[config.mk]
export PLATFORM = sky130hd
export DESIGN_NAME = fft_beat_packer
export DESIGN_NICKNAME = d
export VERILOG_FILES = /design/src/rtl/fft_pkg.sv /design/src/rtl/fft_lane_shifter.sv /design/src/rtl/fft_beat_packer.sv
export SDC_FILE = /design/constraint.sdc
export NUM_CORES = 1
export LEC_CHECK = 0
export ABC_AREA = 1
export CAP_MARGIN = 10
export CORE_ASPECT_RATIO = 1.4
export CORE_MARGIN = 2
export CORE_UTILIZATION = 50
export DETAILED_ROUTE_END_ITERATION = 10
export PLACE_DENSITY = 0.77
export RECOVER_POWER = 50
export SLEW_MARGIN = 10
export SYNTH_ARGS = -nofsm -noshare
export SYNTH_HDL_FRONTEND = slang
export SYNTH_SLANG_ARGS = --single-unit
[constraint.sdc]
create_clock -name clk -period 10.9 [get_ports clk]
set_input_delay 1.09 -clock clk [delete_from_list [all_inputs] [get_ports clk]]
set_output_delay 1.09 -clock clk [all_outputs]
set_load 0.1 [all_outputs]
[src/rtl/fft_pkg.sv]
// Shared types and sizing for the FFT serial-to-beat packer.
// Optional feature macro used by fft_beat_packer: FFT_PACKER_ABORT_EN.
package fft_pkg;

  localparam int SAMPLE_W  = 34;
  localparam int LANES     = 4;
  localparam int FRAME_LEN = 16;
  localparam int FRAME_GAP = 4;

  typedef logic [SAMPLE_W-1:0] sample_t;
  typedef sample_t [LANES-1:0] beat_t;

  typedef enum logic [1:0] {
    IDLE  = 2'd0,
    FILL  = 2'd1,
    DRAIN = 2'd2
  } packer_state_t;

endpackage

[src/rtl/fft_lane_shifter.sv]
// Holds the first LANES-1 samples of a beat; the final lane is taken straight
// from the input so the full beat is available in the cycle lane 3 arrives.
module fft_lane_shifter
  import fft_pkg::*;
(
  input  logic                        clk,
  input  logic                        rst,
  input  logic                        clear,
  input  logic                        load,
  input  logic [SAMPLE_W-1:0]         sample_in,
  output logic [LANES*SAMPLE_W-1:0]   beat
);

  sample_t [LANES-2:0] held;

  // New samples enter at the top; after LANES-1 loads lane 0 sits at the bottom.
  // Clear together with load restarts the beat with this sample as lane 0.
  always_ff @(posedge clk or posedge rst) begin
    if (rst) begin
      held <= '0;
    end else if (load) begin
      held[LANES-2] <= sample_in;
      for (int i = 0; i < LANES-2; i++) begin
        held[i] <= clear ? '0 : held[i+1];
      end
    end else if (clear) begin
      held <= '0;
    end
  end

  assign beat = {sample_in, held};

endmodule

[src/rtl/fft_beat_packer.sv]
// Packs serial complex samples into LANES-wide beats, 4 beats per frame,
// then holds off input for FRAME_GAP cycles. Macro: FFT_PACKER_ABORT_EN.
module fft_beat_packer
  import fft_pkg::*;
(
  input  logic                      clk,
  input  logic                      rst,
  input  logic [SAMPLE_W-1:0]       sample_in,
  input  logic                      sample_valid,
  input  logic                      frame_start,
  output logic                      sample_ready,
  output logic [LANES*SAMPLE_W-1:0] data_out,
  output logic                      data_out_flag,
  output logic                      frame_done
`ifdef FFT_PACKER_ABORT_EN
  ,
  output logic                      frame_abort
`endif
);

  localparam int LANE_W = $clog2(LANES);
  localparam int GAP_W  = $clog2(FRAME_GAP);
  localparam logic [LANE_W-1:0] LANE_LAST = LANE_W'(LANES-1);
  localparam logic [LANE_W-1:0] BEAT_LAST = LANE_W'(FRAME_LEN/LANES-1);
  localparam logic [GAP_W-1:0]  GAP_LAST  = GAP_W'(FRAME_GAP-1);

  localparam logic [1:0] ST_IDLE  = IDLE;
  localparam logic [1:0] ST_FILL  = FILL;
  localparam logic [1:0] ST_DRAIN = DRAIN;

  logic [1:0]        state;
  logic [LANE_W-1:0] lane_cnt;
  logic [LANE_W-1:0] beat_cnt;
  logic [GAP_W-1:0]  gap_cnt;
  logic              accept;
  logic              start_accept;
  logic              shift_load;
  logic [LANES*SAMPLE_W-1:0] beat;

  assign sample_ready = ~rst & (state != ST_DRAIN);
  assign accept       = sample_valid & sample_ready;
  assign start_accept = accept & frame_start;

  // The lane-3 sample bypasses the shifter; every other accepted sample of a
  // frame (including an aborting frame_start) is shifted in.
  assign shift_load = start_accept |
                      (accept & (state == ST_FILL) & (lane_cnt != LANE_LAST));

  fft_lane_shifter u_shifter (
    .clk       (clk),
    .rst       (rst),
    .clear     (start_accept),
    .load      (shift_load),
    .sample_in (sample_in),
    .beat      (beat)
  );

  always_ff @(posedge clk or posedge rst) begin
    if (rst) begin
      state         <= ST_IDLE;
      lane_cnt      <= '0;
      beat_cnt      <= '0;
      gap_cnt       <= '0;
      data_out      <= '0;
      data_out_flag <= 1'b0;
      frame_done    <= 1'b0;
    end else begin
      data_out_flag <= 1'b0;
      frame_done    <= 1'b0;
      case (state)
        ST_IDLE: begin
          if (start_accept) begin
            state    <= ST_FILL;
            lane_cnt <= LANE_W'(1);
            beat_cnt <= '0;
          end
        end
        ST_FILL: begin
          if (start_accept) begin
            lane_cnt <= LANE_W'(1);
            beat_cnt <= '0;
          end else if (accept) begin
            lane_cnt <= lane_cnt + LANE_W'(1);
            if (lane_cnt == LANE_LAST) begin
              data_out      <= beat;
              data_out_flag <= 1'b1;
              beat_cnt      <= beat_cnt + LANE_W'(1);
              if (beat_cnt == BEAT_LAST) begin
                frame_done <= 1'b1;
                state      <= ST_DRAIN;
                gap_cnt    <= '0;
              end
            end
          end
        end
        ST_DRAIN: begin
          if (gap_cnt == GAP_LAST) begin
            state <= ST_IDLE;
          end else begin
            gap_cnt <= gap_cnt + GAP_W'(1);
          end
        end
        default: state <= ST_IDLE;
      endcase
    end
  end

`ifdef FFT_PACKER_ABORT_EN
  always_ff @(posedge clk or posedge rst) begin
    if (rst) begin
      frame_abort <= 1'b0;
    end else if (start_accept && state == ST_FILL) begin
      frame_abort <= 1'b1;
    end
  end
`endif

endmodule

### Yosys cells after proc, flatten, opt, wreduce, memory -nomap -nowiden

Cells that the tools add are included.
Widths: inputs -> output; s select.

* register bits: 248
* bits of input ports: 38
* output and inout bits: 139
* word-level logic and storage cells: 80

* $add $sub $neg: 3
* equal/unequal tests: 16
* multiplexer cells: 34
* bitwise operators: 8
* reductions and logical operators: 9

Operator list (count)
* $mux 102: 2
* $mux 34: 2
* $mux 2: 17
* $ne 2x2->1 const B: 7
* $pmux 2 s2: 3
* $reduce_and 6->1: 2
* $mux 1: 9
* $eq 2x2->1 const B: 4
* $reduce_and 4->1: 2
* $add 2x1->2 const B: 3
* $pmux 2 s3: 1
* $reduce_bool 2->1: 3
* $and 1x1->1: 5
* $ne 2x1->1 const B: 2
* $ne 3x2->1 const B: 1
* $ne 3x3->1 const B: 1
* $reduce_and 3->1: 1
* $eq 2x1->1 const B: 1
* $logic_not 2->1: 1
* $not 1->1: 2
* $or 1x1->1: 1

### Depth between registers and ports, before layout

* depth after elaboration: 7
* depth in mapped cells: 9
* gate-level depth less buffers: 8

### Modules after synthesis

From an unflattened synthesis, not the netlist that was laid out.

* cells, all modules: 1120
* area total of the unflattened synthesis: 10027.1 um2

Modules (own cells, without submodules)
* fft_beat_packer: instances 1, cells each 646, area an instance 5826.8 um2, sequential area each 3653.5 um2
* fft_lane_shifter: instances 1, cells each 474, area an instance 4200.3 um2, sequential area each 2552.4 um2

### Worst setup path before layout

Ideal clock, no wire load.

* kind: in2reg
* from: in rst
* to: reg u_shifter.held (netlist bit u_shifter.beat[20])
* setup time: 133 ps
* arrival: 7865 ps
* required time: 10767 ps
* path slack: 2902 ps
* cell stages on the path: 6
* path buffers: 2
* cells stage by stage: inv_1 nand4_2 o21ai_2 buf_4 buf_6 o22ai_1

* cells in the longest elaborated chain, start to end: 7
* elaborated cells on any way between the ends: 10
* those cells by class: mux (2); bitwise (7); reduce/logical (1)

RTL lines
* start: declaration: line fft_beat_packer.sv:7 `input logic rst,`
* $not 1->1 (*): line fft_beat_packer.sv:40 `assign sample_ready = ~rst & (state != ST_DRAIN);`
* $and 1x1->1 (*): line fft_beat_packer.sv:40
* $and 1x1->1 (*): line fft_beat_packer.sv:41 `assign accept = sample_valid & sample_ready;`
* $and 1x1->1 (2 in series): line fft_beat_packer.sv:47 `(accept & (state == ST_FILL) & (lane_cnt != LANE_LAST));`
* $or 1x1->1: line fft_beat_packer.sv:46 `assign shift_load = start_accept |`
* $mux 102 / $reduce_bool 2->1 (equally long branches)
* end signal: indexed assignment: line fft_lane_shifter.sv:22 `held[LANES-2] <= sample_in;`
* end signal: indexed assignment: line fft_lane_shifter.sv:24 `held[i] <= clear ? '0 : held[i+1];`
* end: declaration: line fft_lane_shifter.sv:14 `sample_t [LANES-2:0] held;`

Mark *: on every way between the ends. The rest lies on a longest branch, timed or not.
A chain may end at the register's enable or synchronous reset.

### Worst setup path after layout

* from: in rst
* to: reg data_out[123]

* cells in the longest elaborated chain, start to end: 6

RTL lines
* $not 1->1 (*): line fft_beat_packer.sv:40
* $and 1x1->1 (*): line fft_beat_packer.sv:40
* $and 1x1->1 (*): line fft_beat_packer.sv:41
* $and 1x1->1: line fft_beat_packer.sv:42 `assign start_accept = accept & frame_start;`
* $not 1->1 (no line)
* $reduce_and 4->1 (no line) (*)
* end signal: assignment: line fft_beat_packer.sv:85 `data_out <= beat;`
* end: declaration: line fft_beat_packer.sv:12 `output logic [LANES*SAMPLE_W-1:0] data_out,`

Marks and branches as above.

==> impl_metrics.prom <==
# TYPE chip_impl_metric gauge
chip_impl_info{name="outcome",value="complete, but fails checks"} 1
chip_impl_info{name="failed_checks",value="max-capacitance violations, max-slew violations"} 1
chip_impl_metric{name="post_cts_resize_count",unit=""} 0
chip_impl_info{name="final_common_cell",value="sky130_fd_sc_hd__nand2_1"} 1
chip_impl_metric{name="drtIter0Drc",unit=""} 568
chip_impl_metric{name="wl_per_cell",unit="um"} 15.2
chip_impl_metric{name="design.final.nets",unit=""} 1099
chip_impl_metric{name="wirelength",unit="um"} 20000
chip_impl_metric{name="grt_first_pass_wirelength",unit="um"} 32900
chip_impl_metric{name="grt_max_degree",unit=""} 130
chip_impl_metric{name="maxCapViolations",unit=""} 4
chip_impl_metric{name="clock_buffer_count_from_cts",unit=""} 23
chip_impl_metric{name="syn_area",unit="um^2"} 9180
chip_impl_info{name="timing.critical_path.to_type",value="flop"} 1
chip_impl_metric{name="tightest_slew",unit="ns"} 4.34
chip_impl_metric{name="die_y",unit="um"} 164
chip_impl_metric{name="path_clk_slew",unit="ns"} 0.06
chip_impl_metric{name="synth_area_per_cell",unit="um^2"} 10.2
chip_impl_metric{name="finalSetupTns",unit="ns"} 0
chip_impl_info{name="cpLargestDelayFamily",value="buffers and inverters"} 1
chip_impl_metric{name="start_util",unit="%"} 51.0
chip_impl_metric{name="required",unit="ns"} 11.31
chip_impl_metric{name="worst_slew_margin_rel",unit="%"} -189
chip_impl_metric{name="gp_routability_congestion",unit=""} 0.798
chip_impl_metric{name="cp.buffers_inverters",unit=""} 3
chip_impl_info{name="holdCritPathClass",value="reg2reg"} 1
chip_impl_info{name="grt_setup_unrepaired",value="no"} 1
chip_impl_info{name="critPathKind",value="in2reg"} 1
chip_impl_info{name="clockRootBuffer",value="sky130_fd_sc_hd__clkbuf_16"} 1
chip_impl_metric{name="core_area",unit="um^2"} 18000
chip_impl_metric{name="synth_sequential_area_ratio",unit="%"} 67.6
chip_impl_info{name="slowest_stage",value="sky130_fd_sc_hd__nand2_1"} 1
chip_impl_metric{name="via_count_of_the_first_global_routing_pass",unit=""} 6428
chip_impl_info{name="path_cells",value="dlygate4sd3_1 -> inv_8 -> nand3_1 -> nor2_1 -> nand2_1 -> inv_2 -> nand2_1 -> nand2_1"} 1
chip_impl_metric{name="dieArea",unit="um^2"} 19500
chip_impl_metric{name="synth_cell_type_count",unit=""} 25
chip_impl_metric{name="ios",unit=""} 177
chip_impl_metric{name="residual_antenna_violating_net_count_after_detailed_routing",unit=""} 0
chip_impl_metric{name="clk_latency",unit="ns"} 0.49
chip_impl_metric{name="crit_path_max_incr_delay",unit="ns"} 2.07
chip_impl_metric{name="finalHoldViolCount",unit=""} 0
chip_impl_info{name="tritoncts",value="done"} 1
chip_impl_metric{name="post-dp-hpwl",unit="um"} 12700
chip_impl_metric{name="htreeDepth",unit=""} 1
chip_impl_metric{name="syn-num-nets",unit=""} 943
chip_impl_metric{name="synth-seq-cells",unit=""} 248
chip_impl_metric{name="synthToLayoutAreaGrowth",unit="%"} 27.2
chip_impl_metric{name="drt_drc_violations_left",unit=""} 0
chip_impl_metric{name="antenna_found_initial",unit=""} 0
chip_impl_metric{name="report.final.slew_viol_count",unit=""} 317
chip_impl_metric{name="post-cts-setup-buffers",unit=""} 0
chip_impl_metric{name="num_rows",unit=""} 58
chip_impl_info{name="crit_path_frequent_cell",value="sky130_fd_sc_hd__nand2_1"} 1
chip_impl_metric{name="worstPathArrival",unit="ns"} 6.87
chip_impl_info{name="startpoint_type",value="input pin"} 1
chip_impl_metric{name="antenna-diode-count",unit=""} 0
chip_impl_metric{name="drive_gt1_share",unit="%"} 4.19
chip_impl_metric{name="io_buffers",unit=""} 176
chip_impl_metric{name="critical_path_peak_fanout",unit=""} 129
chip_impl_metric{name="final.period_utilization",unit="%"} 59.2
chip_impl_metric{name="dieWidth",unit="um"} 119
chip_impl_metric{name="clock.fmax",unit="MHz"} 155
chip_impl_metric{name="grt_use_total",unit="%"} 20.7
chip_impl_metric{name="postCtsHoldBufs",unit=""} 0
chip_impl_metric{name="avgViaCountPerCell",unit=""} 5.01
chip_impl_metric{name="firstDrtPassIters",unit=""} 5
chip_impl_metric{name="syn_inst",unit=""} 902
chip_impl_metric{name="yosysWarnings",unit=""} 0
chip_impl_metric{name="dr_total_vias",unit=""} 6577
chip_impl_metric{name="clock_skew",unit="ns"} 0.0119
chip_impl_metric{name="clockBufferDepth",unit=""} 3
chip_impl_metric{name="final-setup-viol-count",unit=""} 0
chip_impl_metric{name="tritoncts_num_sinks",unit=""} 248
chip_impl_metric{name="globalRouteOverflowTotal",unit=""} 0
chip_impl_info{name="most-common-layout-cells",value="sky130_fd_sc_hd__nand2_1, sky130_fd_sc_hd__dfrtp_1, sky130_fd_sc_hd__clkdlybuf4s50_1, sky130_fd_sc_hd__inv_1, sky130_fd_sc_hd__o21ai_0"} 1
chip_impl_metric{name="fin_crit",unit="ns"} 6.46
[synthesized netlist by cell type, drive strengths merged]
| cell | n | area, um^2 |
|---|---|---|
| o21bai | 1 | 7.51 |
| inv | 115 | 432 |
| buf | 42 | 236 |
| dfrtp | 248 | 6210 |
| clkbuf | 8 | 31.3 |
| nand3 | 3 | 27.5 |
| o21ai | 143 | 719 |
| nand2 | 258 | 978 |
| nor3 | 1 | 10.0 |
| o22ai | 68 | 425 |
| nor2 | 9 | 48.8 |
| a21oi | 2 | 10.0 |
| nand4 | 1 | 12.5 |
| ha | 3 | 37.5 |
[flip-flops by register name, summed over array words and instances (netlist names)]
signal          count
frame_done          1
data_out          136
gap_cnt             2
data_out_flag       1
u_shifter.beat    102
state               2
beat_cnt            2
lane_cnt            2
[final timing paths]
path / startpoint / endpoint / slack, ns / depth (start not counted)
setup / recovery: rst / data_out[123]$_DFFE_PP0P_ / 4.44 / 8
hold / removal: data_out[6]$_DFFE_PP0P_ / data_out[6]$_DFFE_PP0P_ / 0.47 / 2
setup reg to reg: state[1]$_DFFE_PP0P_ / data_out[123]$_DFFE_PP0P_ / 5.56 / 7
hold reg to reg: data_out[6]$_DFFE_PP0P_ / data_out[6]$_DFFE_PP0P_ / 0.47 / 2
max in group asynchronous: rst / u_shifter.beat[12]$_DFFE_PP0P_ / 5.15 / 3
min in group asynchronous: rst / data_out[130]$_DFFE_PP0P_ / 1.21 / 2
[metal layers]
layer | wire length [um] | track usage (%) | share of wire (%) | vias up
li1 | - | - | - | 3194
met1 | 8490 | 27.9 | 42 | 3163
met2 | 10200 | 35.4 | 51 | 184
met3 | 825 | 2.47 | 4.1 | 36
met4 | 523 | 6.66 | 2.6 | 0
met5 | 0 | 0 | 0 | -
[metrics by stage]
| step | hold WS (ns) | std cells | area [um^2] | util [%] | setup slack, ns |
|---|---|---|---|---|---|
| floorplan | 0.457 | 902 | 9180 | - | 2.89 |
| global placement | 0.461 | 1273 | 11000 | 61.4 | 6.84 |
| detailed placement | 0.465 | 1273 | 11000 | 61.4 | 6.72 |
| CTS | 0.485 | 1314 | 11800 | 65.3 | 6.92 |
| global route | 0.500 | 1314 | 11700 | 64.9 | 3.79 |
| finish | 0.474 | 1314 | 11700 | 64.9 | 4.44 |
[worst register-to-register path: stages (launching register included)]
cell,delay [ns]
sky130_fd_sc_hd__dfrtp_1,0.49
sky130_fd_sc_hd__nand2_4,0.09
sky130_fd_sc_hd__nand3_1,0.13
sky130_fd_sc_hd__nor2_1,0.10
sky130_fd_sc_hd__nand2_1,2.63
sky130_fd_sc_hd__inv_2,1.37
sky130_fd_sc_hd__nand2_1,0.32
sky130_fd_sc_hd__nand2_1,0.08
[kinds of logic after synthesis]
family	after synthesis	share of synthesized area (%)
buffers and inverters	165	7.62
AO/OA/AOI/OAI	214	12.7
flip-flops	248	67.6
adder cells (fa/ha/maj)	3	0.409
AND/OR/NAND/NOR	272	11.7
[area by class of cell]
cell class / count / area (um^2)
Clock inverter: 10 / 61.3
Multi-Input combinational cell: 489 / 2240
Timing Repair Buffer: 181 / 1790
Inverter: 115 / 439
Tap cell: 240 / 300
Clock buffer: 31 / 646
Sequential cell: 248 / 6210
Fill cell: 1447 / 6310
Power is not shown: default switching activity piles up to over one toggle a cycle in this logic, so the estimate is an artifact.
